$ cat config.mk
export PLATFORM = sky130hd
export DESIGN_NAME = traffic_phase_scheduler_flat
export DESIGN_NICKNAME = d
export VERILOG_FILES = /design/src/rtl/traffic_phase_scheduler_pkg.sv /design/src/rtl/traffic_phase_scheduler_if.sv /design/src/rtl/traffic_phase_scheduler_phase_timer.sv /design/src/rtl/traffic_phase_scheduler.sv /design/src/flat_wrapper.sv
export SDC_FILE = /design/constraint.sdc
export NUM_CORES = 1
export LEC_CHECK = 0
export ABC_AREA = 1
export CAP_MARGIN = 20
export CORE_ASPECT_RATIO = 1.1
export CORE_MARGIN = 1
export CORE_UTILIZATION = 49
export CTS_CLUSTER_DIAMETER = 80
export CTS_CLUSTER_SIZE = 12
export DETAILED_ROUTE_END_ITERATION = 12
export GPL_TIMING_DRIVEN = 1
export PLACE_DENSITY_LB_ADDON = 0.15
export SLEW_MARGIN = 30
export SYNTH_ARGS = -nofsm -noshare
export SYNTH_HDL_FRONTEND = slang
export SYNTH_SLANG_ARGS = --single-unit
export TNS_END_PERCENT = 1
$ cat constraint.sdc
create_clock -name clk -period 2.1 [get_ports clk]
set_clock_uncertainty 0.1 [all_clocks]
set_input_delay 0.525 -clock clk [delete_from_list [all_inputs] [get_ports clk]]
set_output_delay 0.525 -clock clk [all_outputs]
set_load 0.01 [all_outputs]
$ cat src/rtl/traffic_phase_scheduler_pkg.sv
// Shared types for the demand-actuated phase scheduler: state codes,
// lamp encodings, ALL_RED target encoding and the state-to-lamp table.
package traffic_pkg;

    typedef enum logic [3:0] {
        MAIN_GRN = 4'd0,
        MAIN_YEL = 4'd1,
        M1_YEL   = 4'd2,
        TURN_GRN = 4'd3,
        TURN_YEL = 4'd4,
        SIDE_GRN = 4'd5,
        SIDE_YEL = 4'd6,
        ALL_RED  = 4'd7,
        PREEMPT  = 4'd8
    } state_t;

    typedef enum logic [1:0] {
        TGT_MAIN    = 2'd0,
        TGT_SIDE    = 2'd1,
        TGT_PREEMPT = 2'd2
    } target_t;

    localparam logic [2:0] RED = 3'b100;
    localparam logic [2:0] YEL = 3'b010;
    localparam logic [2:0] GRN = 3'b001;

    typedef struct packed {
        logic [2:0] m1;
        logic [2:0] m2;
        logic [2:0] mt;
        logic [2:0] s;
    } lamps_t;

    function automatic lamps_t lamps_of(input state_t st);
        lamps_t l;
        case (st)
            MAIN_GRN: l = '{m1: GRN, m2: GRN, mt: RED, s: RED};
            MAIN_YEL: l = '{m1: YEL, m2: YEL, mt: RED, s: RED};
            M1_YEL:   l = '{m1: YEL, m2: GRN, mt: RED, s: RED};
            TURN_GRN: l = '{m1: RED, m2: GRN, mt: GRN, s: RED};
            TURN_YEL: l = '{m1: RED, m2: YEL, mt: YEL, s: RED};
            SIDE_GRN: l = '{m1: RED, m2: RED, mt: RED, s: GRN};
            SIDE_YEL: l = '{m1: RED, m2: RED, mt: RED, s: YEL};
            default:  l = '{m1: RED, m2: RED, mt: RED, s: RED};
        endcase
        return l;
    endfunction

endpackage

$ cat src/rtl/traffic_phase_scheduler_if.sv
// Request inputs and lamp/status outputs of the phase scheduler.
interface traffic_phase_scheduler_if;
    logic       side_req;
    logic       turn_req;
    logic       emerg;
    logic [2:0] light_M1;
    logic [2:0] light_M2;
    logic [2:0] light_MT;
    logic [2:0] light_S;
    logic [3:0] phase;
    logic [1:0] dmd;

    modport master (
        output side_req, turn_req, emerg,
        input  light_M1, light_M2, light_MT, light_S, phase, dmd
    );

    modport slave (
        input  side_req, turn_req, emerg,
        output light_M1, light_M2, light_MT, light_S, phase, dmd
    );
endinterface

$ cat src/rtl/traffic_phase_scheduler_phase_timer.sv
// Phase duration down-counter: loads on state entry, saturates at zero.
module phase_timer #(
    parameter int unsigned TW = 8
) (
    input  logic          clk,
    input  logic          load,
    input  logic [TW-1:0] load_val,
    output logic          zero
);

    logic [TW-1:0] cnt;

    always_ff @(posedge clk) begin
        if (load) begin
            cnt <= load_val;
        end else if (cnt != '0) begin
            cnt <= cnt - 1'b1;
        end
    end

    assign zero = (cnt == '0);

endmodule

$ cat src/rtl/traffic_phase_scheduler.sv
// Demand-actuated four-group phase scheduler with latched side/turn demands
// and emergency preemption to all-red.
module traffic_phase_scheduler
    import traffic_pkg::*;
#(
    parameter int unsigned MAIN_MIN = 7,
    parameter int unsigned TURN_T   = 5,
    parameter int unsigned SIDE_T   = 7,
    parameter int unsigned YEL_T    = 2,
    parameter int unsigned ALLRED_T = 1,
    parameter int unsigned TW       = 8
) (
    input  logic                      clk,
    input  logic                      rst,
    traffic_phase_scheduler_if.slave  bus
);

    state_t        state, nxt_state;
    target_t       target, nxt_target;
    lamps_t        lamps;
    logic          turn_dmd, side_dmd;
    logic          tmr_zero, tmr_load;
    logic [TW-1:0] tmr_val;

    function automatic logic [TW-1:0] dur_of(input state_t st);
        case (st)
            MAIN_GRN:                   return TW'(MAIN_MIN - 1);
            MAIN_YEL, M1_YEL,
            TURN_YEL, SIDE_YEL:         return TW'(YEL_T - 1);
            TURN_GRN:                   return TW'(TURN_T - 1);
            SIDE_GRN:                   return TW'(SIDE_T - 1);
            ALL_RED:                    return TW'(ALLRED_T - 1);
            default:                    return '0;
        endcase
    endfunction

    // Yellows only leave on timer zero, so emerg never shortens them.
    always_comb begin
        nxt_state  = state;
        nxt_target = target;
        case (state)
            MAIN_GRN: begin
                if (bus.emerg) begin
                    nxt_state  = MAIN_YEL;
                    nxt_target = TGT_PREEMPT;
                end else if (tmr_zero && turn_dmd) begin
                    nxt_state = M1_YEL;
                end else if (tmr_zero && side_dmd) begin
                    nxt_state  = MAIN_YEL;
                    nxt_target = TGT_SIDE;
                end
            end
            M1_YEL: begin
                if (tmr_zero) begin
                    if (bus.emerg) begin
                        nxt_state  = MAIN_YEL;
                        nxt_target = TGT_PREEMPT;
                    end else begin
                        nxt_state = TURN_GRN;
                    end
                end
            end
            TURN_GRN: begin
                if (bus.emerg || tmr_zero) nxt_state = TURN_YEL;
            end
            TURN_YEL: begin
                if (tmr_zero) begin
                    nxt_state = ALL_RED;
                    if (bus.emerg)     nxt_target = TGT_PREEMPT;
                    else if (side_dmd) nxt_target = TGT_SIDE;
                    else               nxt_target = TGT_MAIN;
                end
            end
            SIDE_GRN: begin
                if (bus.emerg || tmr_zero) nxt_state = SIDE_YEL;
            end
            SIDE_YEL: begin
                if (tmr_zero) begin
                    nxt_state  = ALL_RED;
                    nxt_target = bus.emerg ? TGT_PREEMPT : TGT_MAIN;
                end
            end
            MAIN_YEL: begin
                if (tmr_zero) nxt_state = ALL_RED;
            end
            ALL_RED: begin
                if (tmr_zero) begin
                    if (bus.emerg) begin
                        nxt_state = PREEMPT;
                    end else begin
                        case (target)
                            TGT_SIDE:    nxt_state = SIDE_GRN;
                            TGT_PREEMPT: nxt_state = PREEMPT;
                            default:     nxt_state = MAIN_GRN;
                        endcase
                    end
                end
            end
            PREEMPT: begin
                if (!bus.emerg) begin
                    nxt_state  = ALL_RED;
                    nxt_target = TGT_MAIN;
                end
            end
            default: begin
                nxt_state  = ALL_RED;
                nxt_target = TGT_MAIN;
            end
        endcase
    end

    assign tmr_load = !rst || (nxt_state != state);
    assign tmr_val  = !rst ? TW'(ALLRED_T - 1) : dur_of(nxt_state);

    phase_timer #(.TW(TW)) u_timer (
        .clk      (clk),
        .load     (tmr_load),
        .load_val (tmr_val),
        .zero     (tmr_zero)
    );

    // Entering the matching green clears its demand, even against a same-cycle request.
    always_ff @(posedge clk) begin
        if (!rst) begin
            state    <= ALL_RED;
            target   <= TGT_MAIN;
            turn_dmd <= 1'b0;
            side_dmd <= 1'b0;
            lamps    <= lamps_of(ALL_RED);
        end else begin
            state  <= nxt_state;
            target <= nxt_target;
            lamps  <= lamps_of(nxt_state);

            if (nxt_state == SIDE_GRN && state != SIDE_GRN)
                side_dmd <= 1'b0;
            else if (state != SIDE_GRN && bus.side_req)
                side_dmd <= 1'b1;

            if (nxt_state == TURN_GRN && state != TURN_GRN)
                turn_dmd <= 1'b0;
            else if (state != TURN_GRN && bus.turn_req)
                turn_dmd <= 1'b1;
        end
    end

    assign bus.light_M1 = lamps.m1;
    assign bus.light_M2 = lamps.m2;
    assign bus.light_MT = lamps.mt;
    assign bus.light_S  = lamps.s;
    assign bus.phase    = state;
    assign bus.dmd      = {turn_dmd, side_dmd};

endmodule

$ cat src/flat_wrapper.sv
// flat-port wrapper written by rule: the top's interface ports become plain ports
module traffic_phase_scheduler_flat import traffic_pkg::*;
#(
    parameter int unsigned MAIN_MIN = 7,
    parameter int unsigned TURN_T   = 5,
    parameter int unsigned SIDE_T   = 7,
    parameter int unsigned YEL_T    = 2,
    parameter int unsigned ALLRED_T = 1,
    parameter int unsigned TW       = 8
)
  (clk, rst, bus_side_req, bus_turn_req, bus_emerg, bus_light_M1, bus_light_M2, bus_light_MT, bus_light_S, bus_phase, bus_dmd);
  traffic_phase_scheduler_if bus_i ();
  input  logic clk;
  input  logic rst;
  input wire logic [$bits(bus_i.side_req)-1:0] bus_side_req;
  input wire logic [$bits(bus_i.turn_req)-1:0] bus_turn_req;
  input wire logic [$bits(bus_i.emerg)-1:0] bus_emerg;
  output wire logic [$bits(bus_i.light_M1)-1:0] bus_light_M1;
  output wire logic [$bits(bus_i.light_M2)-1:0] bus_light_M2;
  output wire logic [$bits(bus_i.light_MT)-1:0] bus_light_MT;
  output wire logic [$bits(bus_i.light_S)-1:0] bus_light_S;
  output wire logic [$bits(bus_i.phase)-1:0] bus_phase;
  output wire logic [$bits(bus_i.dmd)-1:0] bus_dmd;
  assign bus_i.side_req = bus_side_req;
  assign bus_i.turn_req = bus_turn_req;
  assign bus_i.emerg = bus_emerg;
  assign bus_light_M1 = bus_i.light_M1;
  assign bus_light_M2 = bus_i.light_M2;
  assign bus_light_MT = bus_i.light_MT;
  assign bus_light_S = bus_i.light_S;
  assign bus_phase = bus_i.phase;
  assign bus_dmd = bus_i.dmd;
  traffic_phase_scheduler #(.MAIN_MIN(MAIN_MIN), .TURN_T(TURN_T), .SIDE_T(SIDE_T), .YEL_T(YEL_T), .ALLRED_T(ALLRED_T), .TW(TW)) u_core (.clk(clk), .rst(rst), .bus(bus_i));
endmodule
==> summary.txt <==
Run status
  • Outcome: complete, but fails checks
  • Violated checks: setup timing

Timing
  • Final Cycle Share: 109%
  • Tmin final: 2290 ps
  • F_max: 438 MHz
  • Actual slew at the worst max-slew pin: 257 ps
  • Worst slew margin: 82.8%
  • RSZ-0062 raised after global routing: yes
  • Max Transition Viols Final: 0
  • Setup Viol. Count Final: 18
  • Setup ws final: -185 ps
  • Fin. Hold Viols: 0

Critical path
  • R2r setup slk: -190 ps
  • WP data arrival: approximately 2300 ps
  • Req. time, crit path: 2130 ps
  • CP cell instances: inv_2, ha_4, nand2_4, nor2_4, buf_6, nor2_2, nor2_1, nor2_2, nand2_2, nor2_8, xor2_4, buf_6, nand3b_1, nand2_1
  • Crit path launch type: flop
  • CP Max Fanout: 7
  • Buf/Inv on CP: 3
  • Crit path kind: flop to flop
  • Delay-heaviest family, CP: simple AND/OR/NAND/NOR gates
  • Slowest CP cell: edfxtp_1
  • Critical Path Max Stage Delay: ~450 ps
  • Setup crit end kind: flop

Place
  • PortBufs: 22
  • HPWL after DPL: 3290 um
  • Placer congestion estimate: 0.916
  • Placed Instance Area: 2440 sq um
  • Placed cell count: 354

Synthesis
  • Ys async rst share: 0%
  • Synth Register Bits: 28
  • Number of flops mapped to enable cells by yosys: 8
  • Sequential share of the synthesized area: 37.0%
  • Mapped cell area: 1730 sq um
  • Distinct cells, synth: 31
  • Cells after Synth: 236
  • Yosys warns: 0
  • Synth top area share: 23.1%
  • Synth cell count leaders: nand2_1, nor2_1, inv_1, dfxtp_1, nand3_1
  • Most frequent cell after synthesis: nand2_1
  • Avg Inst Size Synth: 7.34 sq um
  • Syn Nets: 243
  • Area leader, netlist: dfxtp_1
  • Area contributors post-synth: dfxtp_1, edfxtp_1, nand2_1, nor2_1, inv_1
  • Ys flop type: dfxtp_1

Die
  • Num rows: 22
  • DIE WIDTH: 58.7 um
  • IO Count: 23
  • Die Ht: 64.4 um
  • Die area: 3780 sq um
  • Starting Density: 51.6%
  • Core area: 3360 sq um

Global routing
  • Vias in the first global route: 1,732
  • Grt total ovfl: 0
  • Initial antenna violation count: 0
  • GRT Total Usage: ~26%
  • First-pass GRT wire length: approximately 7500 um
  • Largest net degree at the start of global routing: 17

CTS
  • CTS root buffer: clkbuf_4
  • CTS tree: done
  • TritonCTS Sinks: 28
  • Clock transition at path regs: roughly 160 ps
  • Clk_lat worst skew: 350 ps
  • Total CTS buffers: 3
  • CTS H-tree lvls: 1
  • Hold buffer count at CTS: 0
  • Clk buf depth: 2

Layout
  • Fin area: roughly 2600 sq um
  • Final nets: 323
  • Diode count: 0
  • Multi-input gate area: roughly 1100 sq um
  • Register area: 651 sq um
  • Share of cells above drive strength 1: between 40 and 50%
  • Filler instances: 253
  • Layout Utilization: 78.8%
  • Syn-to-layout area delta: 52.7%
  • Final Non-Filler Cells: 363

Routing
  • Routed Wire Length: 4690 um
  • First-pass DRT Iterations: 4
  • Wire length per cell: ~13 um
  • Detail Route Antenna Nets: 0
  • DR vias: 1,802
  • Initial DRC Count: 83
  • DRC: 0
  • Drt via density: 4.96

Job
  • MaxCap Viol Count: 0

Hold path
  • Hold WC Path Type: flop to flop
[cell families (layout without fill, tap and decap cells)]
kind of cell               after synthesis  in the layout  share of synthesized area, %
xor gates and xnor gates                 7              7                          3.97
AOI/OAI and AO/OA                       21             21                          7.00
adders and majority gates                2              2                          1.44
and+or+nand+nor                        144            144                          42.7
DFF                                     28             28                          37.0
buffers and inverters                   34            113                          7.94
[through the flow]
step | setup TNS (ps) | setup slack (ps) | hold WS [ps]
floorplan | 0 | 2.79 | 344
global placement | -12670 | -514 | 374
detailed placement | -14370 | -595 | 367
CTS | -1780 | -116 | 388
global route | -5580 | -297 | 425
finish | -2590 | -185 | 390
[sequential cells by signal, summed over array words and instances, names as in the netlist]
name / flops
u_core.u_timer.cnt: 8
u_core.bus.phase: 4
u_core.bus.light_M1: 3
u_core.bus.light_M2: 3
u_core.bus.light_MT: 3
u_core.bus.light_S: 3
u_core.target: 2
u_core.side_dmd: 1
u_core.turn_dmd: 1
[per-layer routing]
metal,vias to the layer above,wire length [um],GRT usage (%)
met1,833,1980,33.7
met4,0,138,9.52
met3,12,231,2.83
li1,910,-,-
met2,47,2330,43.7
met5,-,0,0
[tightest hold or removal path, delay by kind of cell, from the launching register on]
family,cells,cell delay (ps)
AOI/OAI and AO/OA,1,50
buffers and inverters,1,70
DFF,1,350
[cell usage in the layout, fill, tap and decap left out, types with 2 or more instances in the layout]
cell / n
buf_4: 52
nand2_1: 44
nor2_1: 24
clkdlybuf4s50_1: 20
inv_1: 19
nand2_2: 16
dfxtp_1: 16
nor2_2: 14
nand3_1: 12
inv_2: 10
a21oi_1: 10
nand2_4: 8
edfxtp_1: 8
nand3_2: 7
nor2_4: 6
xor2_1: 5
buf_6: 5
nand4_1: 4
nand3_4: 3
o21ai_0: 3
o21ai_1: 3
clkbuf_4: 3
o21ai_2: 2
nor3_1: 2
dfxtp_4: 2
dfxtp_2: 2
[worst paths after layout]
| path | startpoint | endpoint | cells past startpoint |
|---|---|---|---|
| setup reg to reg | u_core.u_timer.cnt[1]$_DFFE_PP_ | u_core.u_timer.cnt[1]$_DFFE_PP_ | 14 |
| hold reg to reg | u_core.target[0]$_SDFFE_PN0P_ | u_core.target[0]$_SDFFE_PN0P_ | 2 |
| setup / recovery | u_core.u_timer.cnt[1]$_DFFE_PP_ | u_core.u_timer.cnt[1]$_DFFE_PP_ | 14 |
| hold / removal | u_core.target[0]$_SDFFE_PN0P_ | u_core.target[0]$_SDFFE_PN0P_ | 2 |
[final cells by class]
cell class,count,area share (%)
repair buffers,79,25.2
clock inverters,1,1.13
well taps,48,2.27
multi-input cells,174,41.6
clock buffers,3,0.851
flip-flops and latches,28,24.6
inverters,30,4.30
[timing repair]
item                                    in CTS  in global routing
buffers inserted                             2                  3
hold endpoints to repair                     0                  0
pin swaps                                    5                 13
resized for setup                           13                 26
endpoints found under the setup margin      26                 32
Power is left out: the tool's default activity adds up to more than one toggle a clock period on the data nets, which glitch-free logic cannot reach.
